## src/rtl/m_shiftcounter_pkg.sv

```systemverilog
// Shared types and constants for the m_shiftcounter_n shift down-counter.
package m_shiftcounter_pkg;

   typedef enum logic {
      SHC_IDLE = 1'b0,
      SHC_RUN  = 1'b1
   } shc_state_e;

   localparam logic SHC_LD_DIRECT = 1'b0;
   localparam logic SHC_LD_SCALED = 1'b1;

   localparam int SHC_WIDTH_DEF = 5;
   localparam int SHC_SCALE_DEF = 3;

endpackage

```

## src/rtl/m_shcnt_ldval.sv

```systemverilog
// Load-value mux for m_shiftcounter_n: direct or power-of-two scaled count, plus zero flag.
module m_shcnt_ldval
   import m_shiftcounter_pkg::*;
#(
   parameter int WIDTH = SHC_WIDTH_DEF,
   parameter int SCALE = SHC_SCALE_DEF
) (
   input  logic             ldscale_i,
   input  logic [WIDTH-1:0] b_i,
   output logic [WIDTH-1:0] v_o,
   output logic             vzero_o
);

   // Shifting within WIDTH bits drops B bits above WIDTH-1-SCALE and also covers SCALE=0.
   always_comb begin
      v_o = b_i;
      if (ldscale_i == SHC_LD_SCALED) begin
         v_o = b_i << SCALE;
      end
      vzero_o = (v_o == '0);
   end

endmodule

```

## src/rtl/m_shiftcounter_n.sv

```systemverilog
// Parametrised shift down-counter with reload, zero-count handling and registered last-step flag.
// Optional stall input enabled by defining M_SHIFTCOUNTER_STALL_EN.
module m_shiftcounter_n
   import m_shiftcounter_pkg::*;
#(
   parameter int WIDTH = SHC_WIDTH_DEF,
   parameter int SCALE = SHC_SCALE_DEF
) (
   input  logic             clk,
   input  logic             rst,
   input  logic             ld,
   input  logic             ldscale,
   input  logic [WIDTH-1:0] B,
`ifdef M_SHIFTCOUNTER_STALL_EN
   input  logic             stall,
`endif
   output logic             busy,
   output logic [WIDTH-1:0] cnt,
   output logic             lastshift,
   output logic             r_issh0
);

   generate
      if (SCALE < 0 || SCALE > WIDTH - 1) begin : g_bad_scale
         $error("m_shiftcounter_n: SCALE must lie in 0..WIDTH-1");
      end
   endgenerate

   shc_state_e       state_q, state_d;
   logic [WIDTH-1:0] cnt_q, cnt_d;
   logic             r_issh0_q;
   logic [WIDTH-1:0] ldv;
   logic             ldv_zero;
   logic             hold;
   logic             cnt_is_one;

`ifdef M_SHIFTCOUNTER_STALL_EN
   assign hold = stall;
`else
   assign hold = 1'b0;
`endif

   m_shcnt_ldval #(
      .WIDTH(WIDTH),
      .SCALE(SCALE)
   ) u_ldval (
      .ldscale_i(ldscale),
      .b_i      (B),
      .v_o      (ldv),
      .vzero_o  (ldv_zero)
   );

   assign cnt_is_one = (cnt_q == WIDTH'(1));

   always_ff @(posedge clk) begin
      if (rst) begin
         state_q   <= SHC_IDLE;
         cnt_q     <= '0;
         r_issh0_q <= 1'b0;
      end else begin
         state_q   <= state_d;
         cnt_q     <= cnt_d;
         r_issh0_q <= lastshift;
      end
   end

   // Reload beats decrement and stall; RUN always holds cnt >= 1, so decrement never wraps.
   always_comb begin
      state_d = state_q;
      cnt_d   = cnt_q;
      if (ld) begin
         cnt_d   = ldv;
         state_d = ldv_zero ? SHC_IDLE : SHC_RUN;
      end else if (state_q == SHC_RUN && !hold) begin
         cnt_d   = cnt_q - WIDTH'(1);
         state_d = cnt_is_one ? SHC_IDLE : SHC_RUN;
      end
   end

   always_comb begin
      busy      = (state_q == SHC_RUN);
      lastshift = 1'b0;
      if (!rst) begin
         if (ld) begin
            lastshift = ldv_zero;
         end else begin
            lastshift = (state_q == SHC_RUN) && !hold && cnt_is_one;
         end
      end
   end

   assign cnt     = cnt_q;
   assign r_issh0 = r_issh0_q;

endmodule

```

## config.mk

```make
export PLATFORM = sky130hd
export DESIGN_NAME = m_shiftcounter_n
export DESIGN_NICKNAME = d
export VERILOG_FILES = /design/src/rtl/m_shiftcounter_pkg.sv /design/src/rtl/m_shcnt_ldval.sv /design/src/rtl/m_shiftcounter_n.sv
export SDC_FILE = /design/constraint.sdc
export NUM_CORES = 1
export LEC_CHECK = 0
export BUFFER_PORTS_ARGS = -buffer_cell sky130_fd_sc_hd__buf_2
export CELL_PAD_IN_SITES_DETAIL_PLACEMENT = 1
export CELL_PAD_IN_SITES_GLOBAL_PLACEMENT = 2
export CORE_MARGIN = 2
export CORE_UTILIZATION = 25
export CTS_CLUSTER_SIZE = 20
export DETAILED_ROUTE_END_ITERATION = 8
export GPL_ROUTABILITY_DRIVEN = 0
export PLACE_DENSITY_LB_ADDON = 0.1
export SKIP_CTS_REPAIR_TIMING = 1
export SLEW_MARGIN = 30
export SYNTH_ARGS = -nofsm -noshare
export SYNTH_HDL_FRONTEND = slang
export SYNTH_HIERARCHICAL = 1
export SYNTH_SLANG_ARGS = --single-unit
```

## constraint.sdc

```tcl
create_clock -name clk -period 1.3 [get_ports clk]
set_input_delay 0.13 -clock clk [delete_from_list [all_inputs] [get_ports clk]]
set_output_delay 0.13 -clock clk [all_outputs]
set_load 0.005 [all_outputs]
```

# Word-level counts from Yosys, hierarchy flattened
# Index checks and enable logic that the tools add are counted.
[op_classes] muxes=9 reduce_logical=3 eq_ne=1 add_sub_neg=1
[ops] op="5-bit 2-to-1 mux" n=3
[ops] op="1-bit 2-to-1 mux" n=6
[ops] op="5-bit by 1-bit equality test with 1-bit output, second input constant" n=1
[ops] op="5-bit zero test" n=1
[ops] op="5-bit by 1-bit subtractor with 5-bit output, second input constant" n=1
[ops] op="2-bit nonzero test" n=1
[ops] op="1-bit logical AND" n=1
[word_totals] output_inout_bits=8 regBits=7

# Logic depth before layout (Yosys ltp)
# Gate-level depths: netlist (run 1).
[depth] ltp_word=4 depth_mapped=5 mapped_depth_nobuf=5

# Modules after synthesis
# Netlist (run 1), hierarchy kept.
[modules_own_cells] mod="m_shiftcounter_n" area_each_um2=376.6 n_inst=1 cells_per_inst=43
[modules_own_cells] mod="m_shcnt_ldval" area_each_um2=65.1 n_inst=1 cells_per_inst=8

# Least setup slack after synthesis (run 1)
# No wires, ideal clock.
[synth_path] kind="flip-flop to flip-flop" startpoint="reg cnt_q[0] (netlist: cnt[0])" endpoint="reg cnt_q[1] (netlist: cnt[1])" path_stages_with_launch=5 arrival_time_ns=1.135 path_slack_ns=0.095 path_buffers=0 cell_sequence="dfxtp_1 inv_1 ha_1 a211o_1 a21oi_1"
[synth_via] elab_chain_cells=3
[synth_lines] element="from (decl)" line="m_shiftcounter_n.sv:30" rtl="logic [WIDTH-1:0] cnt_q, cnt_d;"
[synth_lines] element="from (signal assigned)" line="m_shiftcounter_n.sv:62" rtl="cnt_q <= cnt_d;"
[synth_lines] element="5-bit by 1-bit subtractor with 5-bit output" line="m_shiftcounter_n.sv:75" rtl="cnt_d = cnt_q - WIDTH'(1);"
[synth_lines] element="5-bit 2-to-1 mux" line="m_shiftcounter_n.sv:74" rtl="end else if (state_q == SHC_RUN && !hold) begin"
[synth_lines] element="5-bit 2-to-1 mux" line="m_shiftcounter_n.sv:71" rtl="if (ld) begin"
# No other way between the ends. The select of a mux whose other input is x is not followed.
# A chain may end at the register's enable or synchronous reset.

# Final worst setup path (run 1)
[layout_path] startpoint="reg state_q (netlist: busy)" endpoint="out lastshift"
[layout_via] elab_chain_cells=3
[layout_lines] element="from (decl)" line="m_shiftcounter_n.sv:29" rtl="shc_state_e state_q, state_d;"
[layout_lines] element="from (signal assigned)" line="m_shiftcounter_n.sv:61" rtl="state_q <= state_d;"
[layout_lines] element="1-bit logical AND" line="m_shiftcounter_n.sv:87" rtl="lastshift = (state_q == SHC_RUN) && !hold && cnt_is_one;"
[layout_lines] element="1-bit 2-to-1 mux" line="m_shiftcounter_n.sv:84" rtl="if (ld) begin"
[layout_lines] element="1-bit 2-to-1 mux" line="m_shiftcounter_n.sv:83" rtl="if (!rst) begin"
[layout_lines] element="to (decl)" line="m_shiftcounter_n.sv:19" rtl="output logic lastshift,"
# No other way between the ends.

==> results.py, run 1 <==
metrics = {
    "grt": {
        "grtUsageTotal_pct": 12.77,
        "number_of_antenna_violations_at_the_first_check_in_global_routing": 0,
        "grt_pass1_wl_um": 1842,
        "grt_max_degree": 13,
        "grt_pass1_vias": 423,
        "grt_remaining_overflow": 0,
    },
    "sta": {
        "timing.final.crit_share_pct": 112.6,
        "post-route-min-period_ns": 1.463,
        "hold-worst-slack_ns": 0.1316,
        "timing.setup.tns_ns": -0.1635,
        "worstMarginPinSlew_ns": 0.3288,
        "max_freq_ghz": 0.6833,
        "setup_repair_after_global_routing_missed_its_margin": "yes",
        "max-slew-margin-rel_pct": 78.05,
        "finalWorstSetupSlack_ns": -0.1635,
        "slew_violations": 0,
        "setup_violations": 1,
        "finClkSkew_ns": 0.009126,
        "hold_viol_final": 0,
    },
    "power": {
        "power_report.internal_total_mw": 0.4477,
        "power.leakage_nw": 0.3228,
        "power.ir.vdd_worst_mv": 0.4050,
        "clock_power_share_pct": 32.0,
        "p_per_area_mw_per_mm2": 918.7,
        "switching_share_pct": 28.92,
        "seq_power_share_pct": 40.0,
        "combPwrFrac_pct": 27.9,
        "power.switching_mw": 0.1822,
    },
    "final_layout": {
        "antennaDiodeCount": 0,
        "num-fill-cells": 218,
        "layout_commonest_cell": "buf_2",
        "top_library_cells_by_usage_in_the_layout_fill_and_taps_aside": "buf_2, nor2_1, a21oi_1, dfxtp_1, buf_4",
        "drive_above_1_share_pct": 55.26,
        "post_layout_instance_count_excluding_filler_cells": 93,
        "post-route-util_pct": 40.59,
        "finalNetCount": 88,
        "synthToLayoutAreaGrowth_pct": 55.24,
    },
    "setup_path": {
        "critical_path_class": "reg2out",
        "critical_path_peak_fanout": 7,
        "critPathSlowestCell": "dfxtp_1",
        "cp_data_arrival_time_ns": 1.33,
        "path_cells": "nor2b_1 -> a22oi_2 -> nor2_1 -> buf_2",
        "critPathMaxStageDelay_ns": 0.51,
        "critPathRequiredTime_ns": 1.17,
        "setup.worst_path.end_class": "output pin",
        "path_delay_family": "flip-flops",
        "path_buf_inv": 1,
        "crit_path_launch_type": "flop",
    },
    "synth": {
        "ys_top_cells_by_area": "dfxtp_1, and2b_2, a21oi_1",
        "netlist_area_um2": 441.7,
        "post_synth_inst_count": 51,
        "synth.largest_area_cell": "dfxtp_1",
        "ys.flop_type": "dfxtp_1",
        "ys_types": 24,
        "yosys.area.top_type_share_pct": 31.73,
        "mappedNetlistNets": 62,
        "synth_enable_flop_cells": 0,
        "ys_ff_latch": 7,
        "asyncSetResetFlopFracSynth_pct": 0,
        "post_synth.cell_area_avg_um2": 8.660,
        "ys_seq_area_share_pct": 31.73,
        "total_number_of_yosys_warnings": 6,
    },
    "die": {
        "coreArea_mm2": 0.001689,
        "die-area_mm2": 0.002119,
        "initial_utilization_pct": 26.15,
        "core.rowCount": 15,
        "dieHeight_um": 46.03,
        "floorplan.io_pins": 17,
        "floorplan.die.width_um": 46.03,
    },
    "run": {
        "maxCapViolCount": 0,
    },
    "drt": {
        "post-route-drc-count": 0,
        "drtAntennaViolNets": 0,
        "drt_iter0_markers": 3,
        "wirelength_um": 1158,
        "dr_total_vias": 434,
        "avgRoutedWirePerCell_um": 12.45,
        "drt_first_pass_iters": 4,
        "viasPerCell": 4.667,
    },
    "clock_tree": {
        "root_buf_cell": "clkbuf_4",
        "ctsHtreeMaxLevel": 1,
        "clk_latency_ns": 0.26,
        "numClockSinks": 7,
        "cts_tree": "built",
        "ctsLongestPathBuffers": 2,
        "cts_made_buffers": 3,
        "clkTransAtPathRegs_ns": 0.06,
    },
    "place": {
        "post-place-cells": 89,
        "worst_slack_after_detailed_placement_ns": -0.08299,
        "dpl_wire_length_um": 863.6,
        "placement.io_buffers": 16,
    },
    "status": {
        "status": "finished, violations left",
        "failed_checks": "setup timing",
    },
    "hold_path": {
        "hold_class": "in2reg",
    },
}
layer usage:
layer	GRT usage [%]	share of wire, %
met1	15.13	45
met2	19.72	48
met3	4.762	4.9
met4	6.857	1.8
met5	0	0
flip-flops by register name, summed over array words and instances, names as in the netlist:
signal / flops
cnt: 5
r_issh0: 1
busy: 1
cell type report:
cell class              instances  area (um2)  area share [%]
multi-input cells              37       331.6           48.36
repair buffers                 23       140.1           20.44
clock buffers                   4       26.28           3.832
well taps                      17       21.27           3.102
inverters                       5       21.27           3.102
flip-flops and latches          7       145.1           21.17
cell families after synthesis:
logic type,Yosys count,synth area share (%)
DFF,7,31.73
xor gates and xnor gates,3,5.950
buffers and inverters,7,6.231
muxes,3,7.365
and+or+nand+nor,17,24.65
AOI/OAI and AO/OA,12,18.41
adders and majority gates,2,5.665
cell usage after synthesis (all sizes together), types with 2 or more instances:
| library cell | instances |
|---|---|
| ha | 2 |
| nand2 | 2 |
| xor2 | 2 |
| o31a | 2 |
| nor4b | 2 |
| nor2 | 5 |
| a21oi | 5 |
| and2b | 3 |
| mux2 | 2 |
| inv | 5 |
| dfxtp | 7 |
| nand2b | 2 |
| o21a | 3 |
| buf | 2 |
final timing paths:
path	start	to	slack, ns	cells past startpoint
setup / recovery	busy	lastshift	-0.16	4
hold reg to reg	cnt[2]	r_issh0	0.70	3
setup reg to reg	cnt[0]	cnt[4]	0.01	6
hold / removal	rst	cnt[1]	0.13	2
per-stage QoR:
stage / power [mW] / cell area, um2
CTS: 0.6050 / 613.1
finish: 0.6299 / 685.7
detailed placement: 0.4003 / 586.8
global placement: 0.3995 / 586.8
global route: 0.6761 / 685.7
floorplan: 0.3291 / 441.7
power groups by stage:
| stage | combinational (mW) | sequential (mW) | clock (mW) |
|---|---|---|---|
| floorplan | 0.0739 | 0.255 | 0 |
| global placement | 0.151 | 0.249 | 0 |
| detailed placement | 0.152 | 0.249 | 0 |
| CTS | 0.153 | 0.244 | 0.207 |
| global route | 0.199 | 0.255 | 0.223 |
| finish | 0.176 | 0.252 | 0.202 |
(Power assumes the default switching activity.)
==> run 2: changes to the inputs <==
--- a/config.mk
+++ b/config.mk
@@ -9,7 +9,8 @@
 export CELL_PAD_IN_SITES_DETAIL_PLACEMENT = 1
 export CELL_PAD_IN_SITES_GLOBAL_PLACEMENT = 2
 export CORE_MARGIN = 2
-export CORE_UTILIZATION = 25
+export CORE_UTILIZATION = 24
+export CTS_BUF_LIST = sky130_fd_sc_hd__clkbuf_4
 export CTS_CLUSTER_SIZE = 20
 export DETAILED_ROUTE_END_ITERATION = 8
 export GPL_ROUTABILITY_DRIVEN = 0
==> constraint.sdc (replaced) <==
create_clock -name clk -period 1.2 [get_ports clk]
set_input_delay 0.12 -clock clk [delete_from_list [all_inputs] [get_ports clk]]
set_output_delay 0.12 -clock clk [all_outputs]
set_load 0.005 [all_outputs]
==> run 2 against run 1 <==
The run still ends with setup timing left. Die area is 3.8% higher. Sequential share of layout area down 0.34 points. Critical path depth is 2 higher. Via count rose by 1.4%. Worst hold slack is essentially flat. Register-to-register slack worse by 0.06 ns. Critical path type unchanged. Combinational power is 9.7% higher. Utilization shrank 0.23 points. Worst setup slack lost 0.027 ns. Non-clock buffer count up 1. First-iteration DRC count unchanged. Cell count up 9.7%.
==> results.py, run 2 (same netlist as run 1, synthesis figures left out) <==
metrics = {
    "drt": {
        "drt_first_pass_iters": 3,
        "drt_iter0_markers": 3,
        "viasPerCell": 4.314,
        "drtAntennaViolNets": 0,
        "wirelength_um": 1184,
        "dr_total_vias": 440,
        "avgRoutedWirePerCell_um": 11.61,
        "post-route-drc-count": 0,
    },
    "place": {
        "placement.io_buffers": 16,
        "dpl_wire_length_um": 924.7,
        "worst_slack_after_detailed_placement_ns": -0.1081,
    },
    "sta": {
        "finalWorstSetupSlack_ns": -0.1910,
        "max-slew-margin-rel_pct": 82.84,
        "max_freq_ghz": 0.7189,
        "setup_repair_after_global_routing_missed_its_margin": "yes",
        "slew_violations": 0,
        "post-route-min-period_ns": 1.391,
        "worstMarginPinSlew_ns": 0.2551,
        "setup_violations": 3,
        "finClkSkew_ns": 0.003392,
        "timing.final.crit_share_pct": 115.9,
        "hold_viol_final": 0,
    },
    "final_layout": {
        "area_used_by_sequential_logic_in_the_layout_um2": 145.1,
        "area_of_combinational_cells_with_multiple_inputs_um2": 327.8,
        "largest_register_ff_count": 5,
        "synthToLayoutAreaGrowth_pct": 57.79,
        "layout_commonest_cell": "buf_2",
        "num-fill-cells": 217,
        "post-route-util_pct": 40.36,
        "antennaDiodeCount": 0,
        "top_library_cells_by_usage_in_the_layout_fill_and_taps_aside": "buf_2, buf_4, nor2_1, a21oi_1, dfxtp_1",
        "finalNetCount": 89,
        "drive_above_1_share_pct": 54.55,
    },
    "setup_path": {
        "cp_data_arrival_time_ns": 1.27,
        "critPathMaxStageDelay_ns": 0.33,
        "critical_path_peak_fanout": 2,
        "critPathRequiredTime_ns": 1.08,
        "path_delay_family": "flip-flops",
        "critPathSlowestCell": "dfxtp_2",
        "crit_path_launch_type": "flop",
        "setup.worst_path.end_class": "output pin",
        "critical_path_class": "reg2out",
        "path_cells": "inv_2 -> ha_4 -> nor4b_4 -> a22oi_2 -> nor2_1 -> buf_2",
        "path_buf_inv": 2,
    },
    "clock_tree": {
        "numClockSinks": 7,
        "clkTransAtPathRegs_ns": 0.06,
        "clk_latency_ns": 0.25,
        "ctsHtreeMaxLevel": 1,
        "ctsLongestPathBuffers": 2,
        "cts_tree": "built",
        "root_buf_cell": "clkbuf_4",
        "cts_made_buffers": 3,
    },
    "hold_path": {
        "hold_class": "in2reg",
    },
    "status": {
        "status": "finished, violations left",
        "failed_checks": "setup timing",
    },
    "die": {
        "dieHeight_um": 46.90,
        "core.rowCount": 15,
        "initial_utilization_pct": 25.58,
        "floorplan.io_pins": 17,
        "floorplan.die.width_um": 46.90,
        "die-area_mm2": 0.002200,
        "coreArea_mm2": 0.001727,
    },
    "grt": {
        "grtUsageTotal_pct": 11.81,
        "grt_remaining_overflow": 0,
        "grt_max_degree": 13,
        "grt_pass1_vias": 433,
        "number_of_antenna_violations_at_the_first_check_in_global_routing": 0,
        "grt_pass1_wl_um": 1821,
    },
    "power": {
        "p_per_area_mw_per_mm2": 1003,
        "power.ir.vdd_worst_mv": 0.3392,
        "total_power_mw": 0.6989,
        "power.leakage_nw": 0.3212,
    },
    "run": {
        "maxCapViolCount": 0,
    },
}
-- run 2: layer usage --
metal / GRT usage [%] / share of wire (%) / vias to the layer above
li1: - / - / 226
met1: 16.59 / 49 / 201
met2: 18.36 / 47 / 13
met3: 2.308 / 4.0 / 0
met4: 3.333 / 0 / 0
met5: 0 / 0 / -
-- run 2: worst register-to-register path: cells and delay by family (launching register included) --
family                   cells  cell delay [ns]
AND/OR/NAND/NOR              1             0.06
flip-flops                   1             0.33
buffers and inverters        2             0.18
adder cells (fa/ha/maj)      1             0.11
AO/OA/AOI/OAI                2             0.46
-- run 2: per-stage QoR --
stage | area (um2) | TNS (ns) | hold slack (ns) | std cells
floorplan | 442.9 | 0 | 0.2729 | 51
global placement | 590.6 | -0.1021 | 0.3961 | 96
detailed placement | 590.6 | -0.1081 | 0.3981 | 96
CTS | 620.6 | -0.3839 | 0.1452 | 100
global route | 696.9 | -0.5080 | 0.1545 | 102
finish | 696.9 | -0.2411 | 0.1320 | 102
-- run 2: area by class of cell --
cell class / count / area share (%)
Tap cell: 25 / 4.488
Timing Repair Buffer: 24 / 20.65
Sequential cell: 7 / 20.83
Clock buffer: 4 / 4.309
Inverter: 5 / 2.693
Multi-Input combinational cell: 37 / 47.04
-- run 2: path summary, 6_finish.rpt --
path	start	to	slack [ns]	cells past startpoint
min	rst	busy	0.13	2
max reg2reg	cnt[1]	cnt[4]	-0.05	6
min reg2reg	cnt[2]	r_issh0	0.69	3
max	cnt[1]	lastshift	-0.19	6
-- run 2: power by group --
part	leakage [nW]	total, mW	switching, mW	internal [mW]
Clock	0.0184	0.237	0.0879	0.150
Combinational	0.244	0.193	0.0865	0.107
Sequential	0.0589	0.268	0.0185	0.250
